[src/rtl/mem_access_ctrl.sv]
`default_nettype none
// ============================================================================
// Module      : mem_access_ctrl
// Description : Bus initiator for a synchronous single-port RAM. Arbitrates
//               between an instruction-fetch requester (read-only) and a
//               data load/store requester. Each request gets exactly one RAM
//               operation. The RAM's one-cycle registered read latency is
//               absorbed here, and data returns with a done pulse.
//
// Ports       : clk        system clock, all state on rising edge
//               clr_n      asynchronous active-low reset
//               if_req     fetch request, held until if_gnt
//               if_addr    fetch word address (32 bit)
//               if_gnt     1-cycle pulse, fetch accepted
//               if_done    1-cycle pulse, fetch data valid on rdata
//               d_req      data request, held until d_gnt
//               d_we       1 = store, 0 = load
//               d_addr     data word address (32 bit)
//               d_wdata    store data
//               d_gnt      1-cycle pulse, data request accepted
//               d_done     1-cycle pulse, load data valid / store committed
//               rdata      read data, held until the next done
//               err        address out of range, valid with done
//               busy       high whenever the controller is not idle
//               ram_addr   RAM address
//               ram_wdata  RAM write data
//               ram_we     RAM write enable
//               ram_re     RAM read enable
//               ram_rdata  RAM registered read data
//
// Revision    : 1.0 - initial release
// ============================================================================
module mem_access_ctrl #(
    parameter int ADDR_W = 8,
    parameter int DATA_W = 32
) (
    input  logic              clk,
    input  logic              clr_n,
    input  logic              if_req,
    input  logic [31:0]       if_addr,
    output logic              if_gnt,
    output logic              if_done,
    input  logic              d_req,
    input  logic              d_we,
    input  logic [31:0]       d_addr,
    input  logic [DATA_W-1:0] d_wdata,
    output logic              d_gnt,
    output logic              d_done,
    output logic [DATA_W-1:0] rdata,
    output logic              err,
    output logic              busy,
    output logic [ADDR_W-1:0] ram_addr,
    output logic [DATA_W-1:0] ram_wdata,
    output logic              ram_we,
    output logic              ram_re,
    input  logic [DATA_W-1:0] ram_rdata
);

    localparam logic [2:0] c_IDLE    = 3'd0;
    localparam logic [2:0] c_ISSUE_W = 3'd1;
    localparam logic [2:0] c_ISSUE_R = 3'd2;
    localparam logic [2:0] c_WAIT_R  = 3'd3;
    localparam logic [2:0] c_ERR     = 3'd4;

    logic [2:0]        r_state;
    logic              r_rr_last_d;   // 1: last grant went to the data requester
    logic              r_cur_fetch;   // requester owning the operation in flight
    logic              r_if_gnt;
    logic              r_if_done;
    logic              r_d_gnt;
    logic              r_d_done;
    logic [DATA_W-1:0] r_rdata;
    logic              r_err;
    logic              r_busy;
    logic [ADDR_W-1:0] r_ram_addr;
    logic [DATA_W-1:0] r_ram_wdata;
    logic              r_ram_we;
    logic              r_ram_re;

    logic              w_grant_if;
    logic              w_grant_d;
    logic [31:0]       w_sel_addr;
    logic              w_sel_we;
    logic              w_oor;

    // Round robin: on contention the requester not granted last wins.
    assign w_grant_if = if_req && (!d_req || r_rr_last_d);
    assign w_grant_d  = d_req && (!if_req || !r_rr_last_d);

    // Fetch never writes, so d_we only matters when data wins.
    assign w_sel_addr = w_grant_if ? if_addr : d_addr;
    assign w_sel_we   = w_grant_d && d_we;
    assign w_oor      = |w_sel_addr[31:ADDR_W];

    always_ff @(posedge clk or negedge clr_n) begin
        if (!clr_n) begin
            r_state     <= c_IDLE;
            r_rr_last_d <= 1'b1;
            r_cur_fetch <= 1'b0;
            r_if_gnt    <= 1'b0;
            r_if_done   <= 1'b0;
            r_d_gnt     <= 1'b0;
            r_d_done    <= 1'b0;
            r_rdata     <= '0;
            r_err       <= 1'b0;
            r_busy      <= 1'b0;
            r_ram_addr  <= '0;
            r_ram_wdata <= '0;
            r_ram_we    <= 1'b0;
            r_ram_re    <= 1'b0;
        end else begin
            // Pulses and strobes last exactly one cycle unless re-asserted.
            r_if_gnt  <= 1'b0;
            r_d_gnt   <= 1'b0;
            r_if_done <= 1'b0;
            r_d_done  <= 1'b0;
            r_ram_we  <= 1'b0;
            r_ram_re  <= 1'b0;

            case (r_state)
                c_IDLE: begin
                    if (w_grant_if || w_grant_d) begin
                        r_if_gnt    <= w_grant_if;
                        r_d_gnt     <= w_grant_d;
                        r_rr_last_d <= w_grant_d;
                        r_cur_fetch <= w_grant_if;
                        r_busy      <= 1'b1;
                        if (w_oor) begin
                            // Out-of-range: no RAM strobe, RAM bus keeps its value.
                            r_state <= c_ERR;
                        end else begin
                            r_ram_addr <= w_sel_addr[ADDR_W-1:0];
                            if (w_sel_we) begin
                                r_ram_we    <= 1'b1;
                                r_ram_wdata <= d_wdata;
                                r_state     <= c_ISSUE_W;
                            end else begin
                                r_ram_re <= 1'b1;
                                r_state  <= c_ISSUE_R;
                            end
                        end
                    end
                end

                c_ISSUE_W: begin
                    // RAM commits the write on this edge.
                    r_state  <= c_IDLE;
                    r_busy   <= 1'b0;
                    r_d_done <= 1'b1;
                    r_err    <= 1'b0;
                end

                c_ISSUE_R: begin
                    // RAM registers its output on this edge; capture next cycle.
                    r_state <= c_WAIT_R;
                end

                c_WAIT_R: begin
                    r_state   <= c_IDLE;
                    r_busy    <= 1'b0;
                    r_rdata   <= ram_rdata;
                    r_err     <= 1'b0;
                    r_if_done <= r_cur_fetch;
                    r_d_done  <= !r_cur_fetch;
                end

                c_ERR: begin
                    r_state   <= c_IDLE;
                    r_busy    <= 1'b0;
                    r_rdata   <= '0;
                    r_err     <= 1'b1;
                    r_if_done <= r_cur_fetch;
                    r_d_done  <= !r_cur_fetch;
                end

                default: begin
                    r_state <= c_IDLE;
                    r_busy  <= 1'b0;
                end
            endcase
        end
    end

    assign if_gnt    = r_if_gnt;
    assign if_done   = r_if_done;
    assign d_gnt     = r_d_gnt;
    assign d_done    = r_d_done;
    assign rdata     = r_rdata;
    assign err       = r_err;
    assign busy      = r_busy;
    assign ram_addr  = r_ram_addr;
    assign ram_wdata = r_ram_wdata;
    assign ram_we    = r_ram_we;
    assign ram_re    = r_ram_re;

endmodule
`default_nettype wire

[config.mk]
export PLATFORM = sky130hd
export DESIGN_NAME = mem_access_ctrl
export DESIGN_NICKNAME = d
export VERILOG_FILES = /design/src/rtl/mem_access_ctrl.sv
export SDC_FILE = /design/constraint.sdc
export NUM_CORES = 1
export LEC_CHECK = 0
export BUFFER_PORTS_ARGS = -buffer_cell sky130_fd_sc_hd__clkbuf_2
export CAP_MARGIN = 20
export CORE_ASPECT_RATIO = 0.75
export CORE_MARGIN = 2
export CORE_UTILIZATION = 45
export DETAILED_ROUTE_END_ITERATION = 12
export MAX_ROUTING_LAYER = met4
export PLACE_DENSITY_LB_ADDON = 0.2
export SLEW_MARGIN = 20
export SYNTH_ARGS = -nofsm -noshare
export SYNTH_HDL_FRONTEND = slang
export SYNTH_SLANG_ARGS = --single-unit
[constraint.sdc]
create_clock -name clk -period 6.7 [get_ports clk]
set_input_delay 0.67 -clock clk [delete_from_list [all_inputs] [get_ports clk]]
set_output_delay 0.67 -clock clk [all_outputs]
set_load 0.02 [all_outputs]
* Yosys cells after proc, flatten, opt, wreduce, memory -nomap -nowiden
Index checks and enable logic that the tools add are counted.
Storage, ports and cells: register bits after elaboration 85, output and inout bits 80
Operators by class: eq/ne operators 5, mux-type cells 23, bitwise gates (word level) 2, reduce and logical (&&, ||, !) cells 20
Operator list (number):
- one-hot mux 32 bit (2 select lines) | 1
- two-way mux 32 bit | 1
- OR reduction 24 bit | 1
- two-way mux 1 bit | 14
- equality test 3 x 2 -> 1 bit (second input constant) | 2
- two-way mux 3 bit | 2
- one-hot mux 1 bit (2 select lines) | 3
- one-hot mux 3 bit (2 select lines) | 1
- logical NOT 1 bit | 4
- AND reduction 2 bit | 2
- AND reduction 4 bit | 1
- nonzero test 2 bit | 2
- OR reduction 2 bit | 2
- equality test 3 x 1 -> 1 bit (second input constant) | 1
- equality test 3 bit (second input constant) | 1
- logical AND 1 bit | 3
- logical NOT 3 bit | 1
- logical OR 1 bit | 3
- AND reduction 3 bit | 1
- two-way mux 2 bit | 1
- inequality test 2 bit (second input constant) | 1
- NOT 1 bit | 2

* Longest topological paths before layout
Gate-level depths: netlist of the first run.
depth in word-level cells 8, depth in mapped cells 7, mapped depth without buffers 5

* Least setup slack after synthesis of the first run
OpenSTA, ideal clock, no wires.
path kind input to register, from input port d_addr[22], to register r_ram_wdata[0] (netlist: ram_wdata[0]), arrival time 2.650 ns, data required time 6.573 ns, slack 3.923 ns, cell stages on the path 5, path buffers 1, path through or4_1 -> or4b_1 -> a211oi_4 -> buf_6 -> mux2_1
Between the ends: word-level cells in the longest chain between the ends 4
Ends and longest elaborated chain:
- start: declaration | line 45 | input logic [31:0] d_addr,
- two-way mux 32 bit | line 91 | assign w_sel_addr = w_grant_if ? if_addr : d_addr;
- OR reduction 24 bit | line 93 | assign w_oor = |w_sel_addr[31:ADDR_W];
- NOT 1 bit (no line)
- AND reduction 4 bit (no line)
- end signal: assignment | line 135 | r_ram_wdata <= d_wdata;
- end: declaration | line 76 | logic [DATA_W-1:0] r_ram_wdata;
Every way passes these cells. A chain may end at the register's enable or synchronous reset.

* Worst setup path after layout of the first run
from input port d_addr[22], to register r_ram_wdata[25] (netlist: ram_wdata[25])
The elaborated chain is that of the path after synthesis.

==> results of run 1 <==
-- cells by family (layout without fill, tap and decap cells) --
logic type / count (synthesis) / in the layout / synth area share, %
buf+inv: 17 / 235 / 2.61
flops: 85 / 85 / 63.3
simple gates: 36 / 36 / 6.18
compound gates: 48 / 48 / 11.8
mux: 48 / 48 / 16.1
-- through the flow --
step	instance area (um2)	util, %	worst slack (ns)
after floorplan	3360	-	3.92
after global placement	4500	61.7	3.63
after detailed placement	4500	61.7	3.60
after CTS	4690	64.2	3.98
after global routing	4690	64.3	3.88
final	4690	64.3	3.97
-- layer usage --
| layer | GRT usage [%] | share of wire [%] |
|---|---|---|
| met5 | - | 0 |
| met4 | 7.43 | 1.8 |
| met3 | 6.32 | 7.4 |
| met2 | 36.8 | 51 |
| met1 | 24.2 | 40 |
-- final cells by class --
class	count	area [um2]	area share, %
Clock inverter	6	46.3	0.987
Multi-Input combinational cell	132	1150	24.5
Sequential cell	85	2130	45.4
Clock buffer	10	138	2.93
Timing Repair Buffer	215	1090	23.2
Tap cell	101	126	2.69
Inverter	4	15.0	0.320
-- path summary, 6_finish.rpt --
check,start,depth (start not counted),end
max reg2reg,r_rr_last_d$_DFFE_PN1P_,6,ram_wdata[25]$_DFFE_PN0P_
max,d_addr[22],6,ram_wdata[25]$_DFFE_PN0P_
min,clr_n,1,rdata[5]$_DFFE_PN0N_
min in group clk,r_cur_fetch$_DFFE_PN0P_,1,d_done$_DFF_PN0_
max in group asynchronous,clr_n,1,ram_addr[4]$_DFFE_PN0P_
min reg2reg,r_cur_fetch$_DFFE_PN0P_,1,d_done$_DFF_PN0_
-- where the power goes --
group	internal (mW)	total, mW	switching, mW
Clock	0.147	0.331	0.184
Combinational	0.0455	0.0950	0.0495
Sequential	0.522	0.528	0.00568
Total	0.714	0.954	0.239
-- flip-flops by register name (all words and copies together) (netlist names) --
register and count:
if_done 1, if_gnt 1, d_gnt 1, ram_re 1
err 1, r_rr_last_d 1, ram_addr 8, r_cur_fetch 1
d_done 1, rdata 32, busy 1, ram_we 1
ram_wdata 32, r_state 3
-- cells in the final DEF (no fill, tap or decap), types with 2 or more instances in the layout --
cell        netlist  routed
clkbuf_2          0     211
dfrtp_1          84      84
a22o_1           32      32
mux2_1           30      30
mux2_2           18      18
clkbuf_8          0      10
nor4_1            9       9
o21ai_0           6       6
nor2_1            7       6
or4_1             5       5
inv_1             4       4
nand2_1           3       3
nor3_1            3       3
a211oi_1          3       3
buf_4             0       3
and3_1            2       2
nand4_1           2       2
clkinv_4          0       2
clkinvlp_4        0       2
==> out/metrics.cfg, run 1 <==
[power_and_ir_drop]
p_leak_nw = 2.69
power_density_nw_per_um2 = 203
max-vdd-ir-drop_v = 0.000117
power.total_mw = 0.954

[placement]
gp_congestion = 0.771
dp.cells = 537
hpwl_um = 6240
io_buffers = 212

[timing]
holdWs_ns = 0.361
hold_violations = 0
grt_setup_unrepaired = false
finalCritPeriodShare_pct = 40.8
worst_slew_pin_slew_ns = 0.795
slew_violations = 0
setup_viol = 0
slew_headroom_pct = 46.9
skew_ns = 0.0101
fmax_mhz = 366
tns_ns = 0
min_period_ns = 2.73

[setup_path]
arrival_ns = 2.97
cp_slowest_stage_delay_ns = 0.63
critical_path_buf_inv_count = 2
crit_required_ns = 6.94
end_kind = flip-flop
start_kind = input port
cp_top_family = simple AND/OR/NAND/NOR gates
crit_slowest_cell = or4b_1
r2r_slack_ns = 4.05
crit_fanout = 32
path_cells = clkbuf_2 -> or4_1 -> or4b_1 -> a211oi_4 -> buf_4 -> mux2_2
critical_path_class = input port to flip-flop

[clocking]
h-tree-depth = 3
cts_setup_buffers = 0
worst_skew_pair.late_latency_ns = 0.35
path_clk_slew_ns = 0.09
clk_path_buf_depth = 2
cts_hold_buf = 0
cts_sinks = 85
cts-root-buf = clkbuf_8
cts.repair.resized = 0
cts_inserted_buffers = 9
cts_tree = built

[final_layout]
layout-drive-gt1-share_pct = 56.0
num_antenna_cells = 0
fillers = 615
final_nets = 580
post_layout_nonfiller_instances = 553
area_delta_synth_final_pct = 39.6

[yosys]
synth_fp_nets = 367
ys_seq_area_share_pct = 63.3
synth_top_cell_area_share_pct = 62.5
ys_top_cells_by_count = dfrtp_1, a22o_1, mux2_1
yosys.area.top_type = dfrtp_1
synth_edf_count = 0
yosys_warnings = 0
synth.distinct_cells = 30
synth_area_um2 = 3360
ys.flop_type = dfrtp_1
synthCells = 234
synthTopCellsByArea = dfrtp_1, mux2_1, a22o_1
yosysMostFrequentCell = dfrtp_1
syn_area_per_cell_um2 = 14.4
synth-seq-cells = 85
postSynth.asyncResetShare_pct = 100

[routing]
routed_wl_um = 8210
wl_per_cell_um = 14.9
firstDrtPassIters = 4
drc = 0
ant_nets = 0
dr.first_iter.drc_count = 127
vias = 2800
vias_per_cell = 5.06

[floorplan]
coreArea_um2 = 7300
initial_core_util_pct = 46.1
dieArea_um2 = 8180
ios = 213
placementRows = 27
fp.dieW_um = 104
dieHeight_um = 78.8

[min_path]
hp-class = input port to asynchronous set/reset pin

[global_routing]
grt_pass1_wl_um = 13200
grt_max_degree = 86
overflow = 0
track_usage_pct = 21.4
antenna_found_initial = 0
grt_pass1_vias = 2828

[run_status]
status = finished clean

[flow_run]
drv_cap = 0

Power figures use the tool's default switching activity.
==> run 2: changes to the inputs <==
CORE_UTILIZATION = 38   (was 45)
clock period = 2.2 ns   (was 6.7 ns; I/O delays follow)
==> out/metrics.cfg, run 2 (synthesized netlist as in run 1, its figures left out) <==
[setup_path]
critical_path_class = flip-flop to flip-flop
crit_fanout = 8
crit_required_ns = 2.41
arrival_ns = 2.33
start_kind = flip-flop
end_kind = flip-flop

[floorplan]
ios = 213
dieHeight_um = 85.4
fp.dieW_um = 113
dieArea_um2 = 9620
initial_core_util_pct = 39.4
placementRows = 29
coreArea_um2 = 8530

[final_layout]
layout-drive-gt1-share_pct = 59.7
fin_area_um2 = 5030
final_common_cell = clkbuf_2
num_antenna_cells = 0
area_delta_synth_final_pct = 49.7
final_nets = 594
final_cell_mix = clkbuf_2, dfrtp_1, a22o_1
post_layout_nonfiller_instances = 574

[global_routing]
track_usage_pct = 19.0
overflow = 0
grt_pass1_vias = 2879
grt_max_degree = 47
grt_pass1_wl_um = 13900
antenna_found_initial = 0

[power_and_ir_drop]
power.total_mw = 3.45
p_leak_nw = 2.82
power_density_nw_per_um2 = 686
max-vdd-ir-drop_v = 0.000505

[flow_run]
drv_cap = 0

[routing]
vias_per_cell = 4.93
dr.first_iter.drc_count = 81
ant_nets = 0
firstDrtPassIters = 4
vias = 2832
routed_wl_um = 8890
wl_per_cell_um = 15.5
drc = 0

[timing]
slew_violations = 0
finalCritPeriodShare_pct = 96.3
worst_slew_pin_slew_ns = 0.499
fmax_mhz = 472
grt_setup_unrepaired = false
fin_ws_ns = 0.0804
hold_violations = 0
min_period_ns = 2.12
slew_headroom_pct = 66.2
skew_ns = 0.00444
setup_viol = 0

[clocking]
cts_tree = built
cts_sinks = 85
cts_inserted_buffers = 9
cts-root-buf = clkbuf_16
h-tree-depth = 3
clk_path_buf_depth = 2
path_clk_slew_ns = 0.07
worst_skew_pair.late_latency_ns = 0.33

[placement]
io_buffers = 212
gp_congestion = 0.779
dp.cells = 554
post-place-ws_ns = -0.284
hpwl_um = 6510
dpl-instance-area_um2 = 4620

[run_status]
status = finished clean

[min_path]
hp-class = input port to flip-flop

## run 2: cell count changes in the layout (fill, tap and decap cells not counted), sizes merged
cell and change:
bufinv +1, dlygate4sd3 +1, buf +12, clkinv -1, clkbuf +1
## run 2: worst max-delay path: stages, from the launching register on
cell and delay (ns):
dfstp_2 0.38, o21ai_4 0.18, or4b_4 0.51, a211oi_4 0.30, buf_6 0.16, clkbuf_16 0.16
mux2_4 0.30
## run 2: repair_timing
action / 4_1_cts / 5_1_grt
hold buffers: 1 / 0
gates cloned: 1 / 1
gates resized for setup: 7 / 11
setup endpoints to repair: 40 / 40
buffers inserted: 2 / 0
pin swaps: 2 / 2
hold endpoints to repair: 39 / 0
## run 2: through the flow
| stage | hold slack (ns) | util [%] | TNS, ns |
|---|---|---|---|
| 6_report | 0.0964 | 59.0 | 0 |
| 5_1_grt | 0.0804 | 59.0 | 0 |
| 4_1_cts | 0.0821 | 58.6 | -0.0145 |
| 3_5_place_dp | 0.232 | 54.2 | -9.19 |
| 3_3_place_gp | 0.224 | 54.2 | -8.13 |
| 2_1_floorplan | -0.0756 | - | -3.01 |
## run 2: area by class of cell
type | count | area (um2)
fill | 706 | 3490
sequential | 85 | 2130
timing repair buffer | 229 | 1240
multi-input combinational | 132 | 1210
clock buffer | 10 | 229
tap | 108 | 135
clock inverter | 6 | 71.3
inverter | 4 | 15.0
## run 2: final timing paths
path | end | cells after the start | from | slack [ns]
min in group asynchronous | rdata[3]$_DFFE_PN0N_ | 2 | clr_n | 0.39
max | ram_wdata[6]$_DFFE_PN0P_ | 6 | r_rr_last_d$_DFFE_PN1P_ | 0.08
min | ram_wdata[17]$_DFFE_PN0P_ | 2 | d_wdata[17] | 0.1
max reg2reg | ram_wdata[6]$_DFFE_PN0P_ | 6 | r_rr_last_d$_DFFE_PN1P_ | 0.08
max in group asynchronous | r_rr_last_d$_DFFE_PN1P_ | 3 | clr_n | 1.11
min reg2reg | d_done$_DFF_PN0_ | 1 | r_cur_fetch$_DFFE_PN0P_ | 0.47
## run 2: report_power, final
group	internal, mW	leakage (nW)	total [mW]	switching (mW)
logic	0.159	1.52	0.321	0.162
clock network	0.888	0.139	1.52	0.633
registers	1.59	1.17	1.61	0.0192
## run 2: layer usage
metal	track usage [%]	part of all wire, %
met2	31.7	50
met4	5.32	1.0
met1	23.0	42
met5	-	0
met3	5.14	7.2
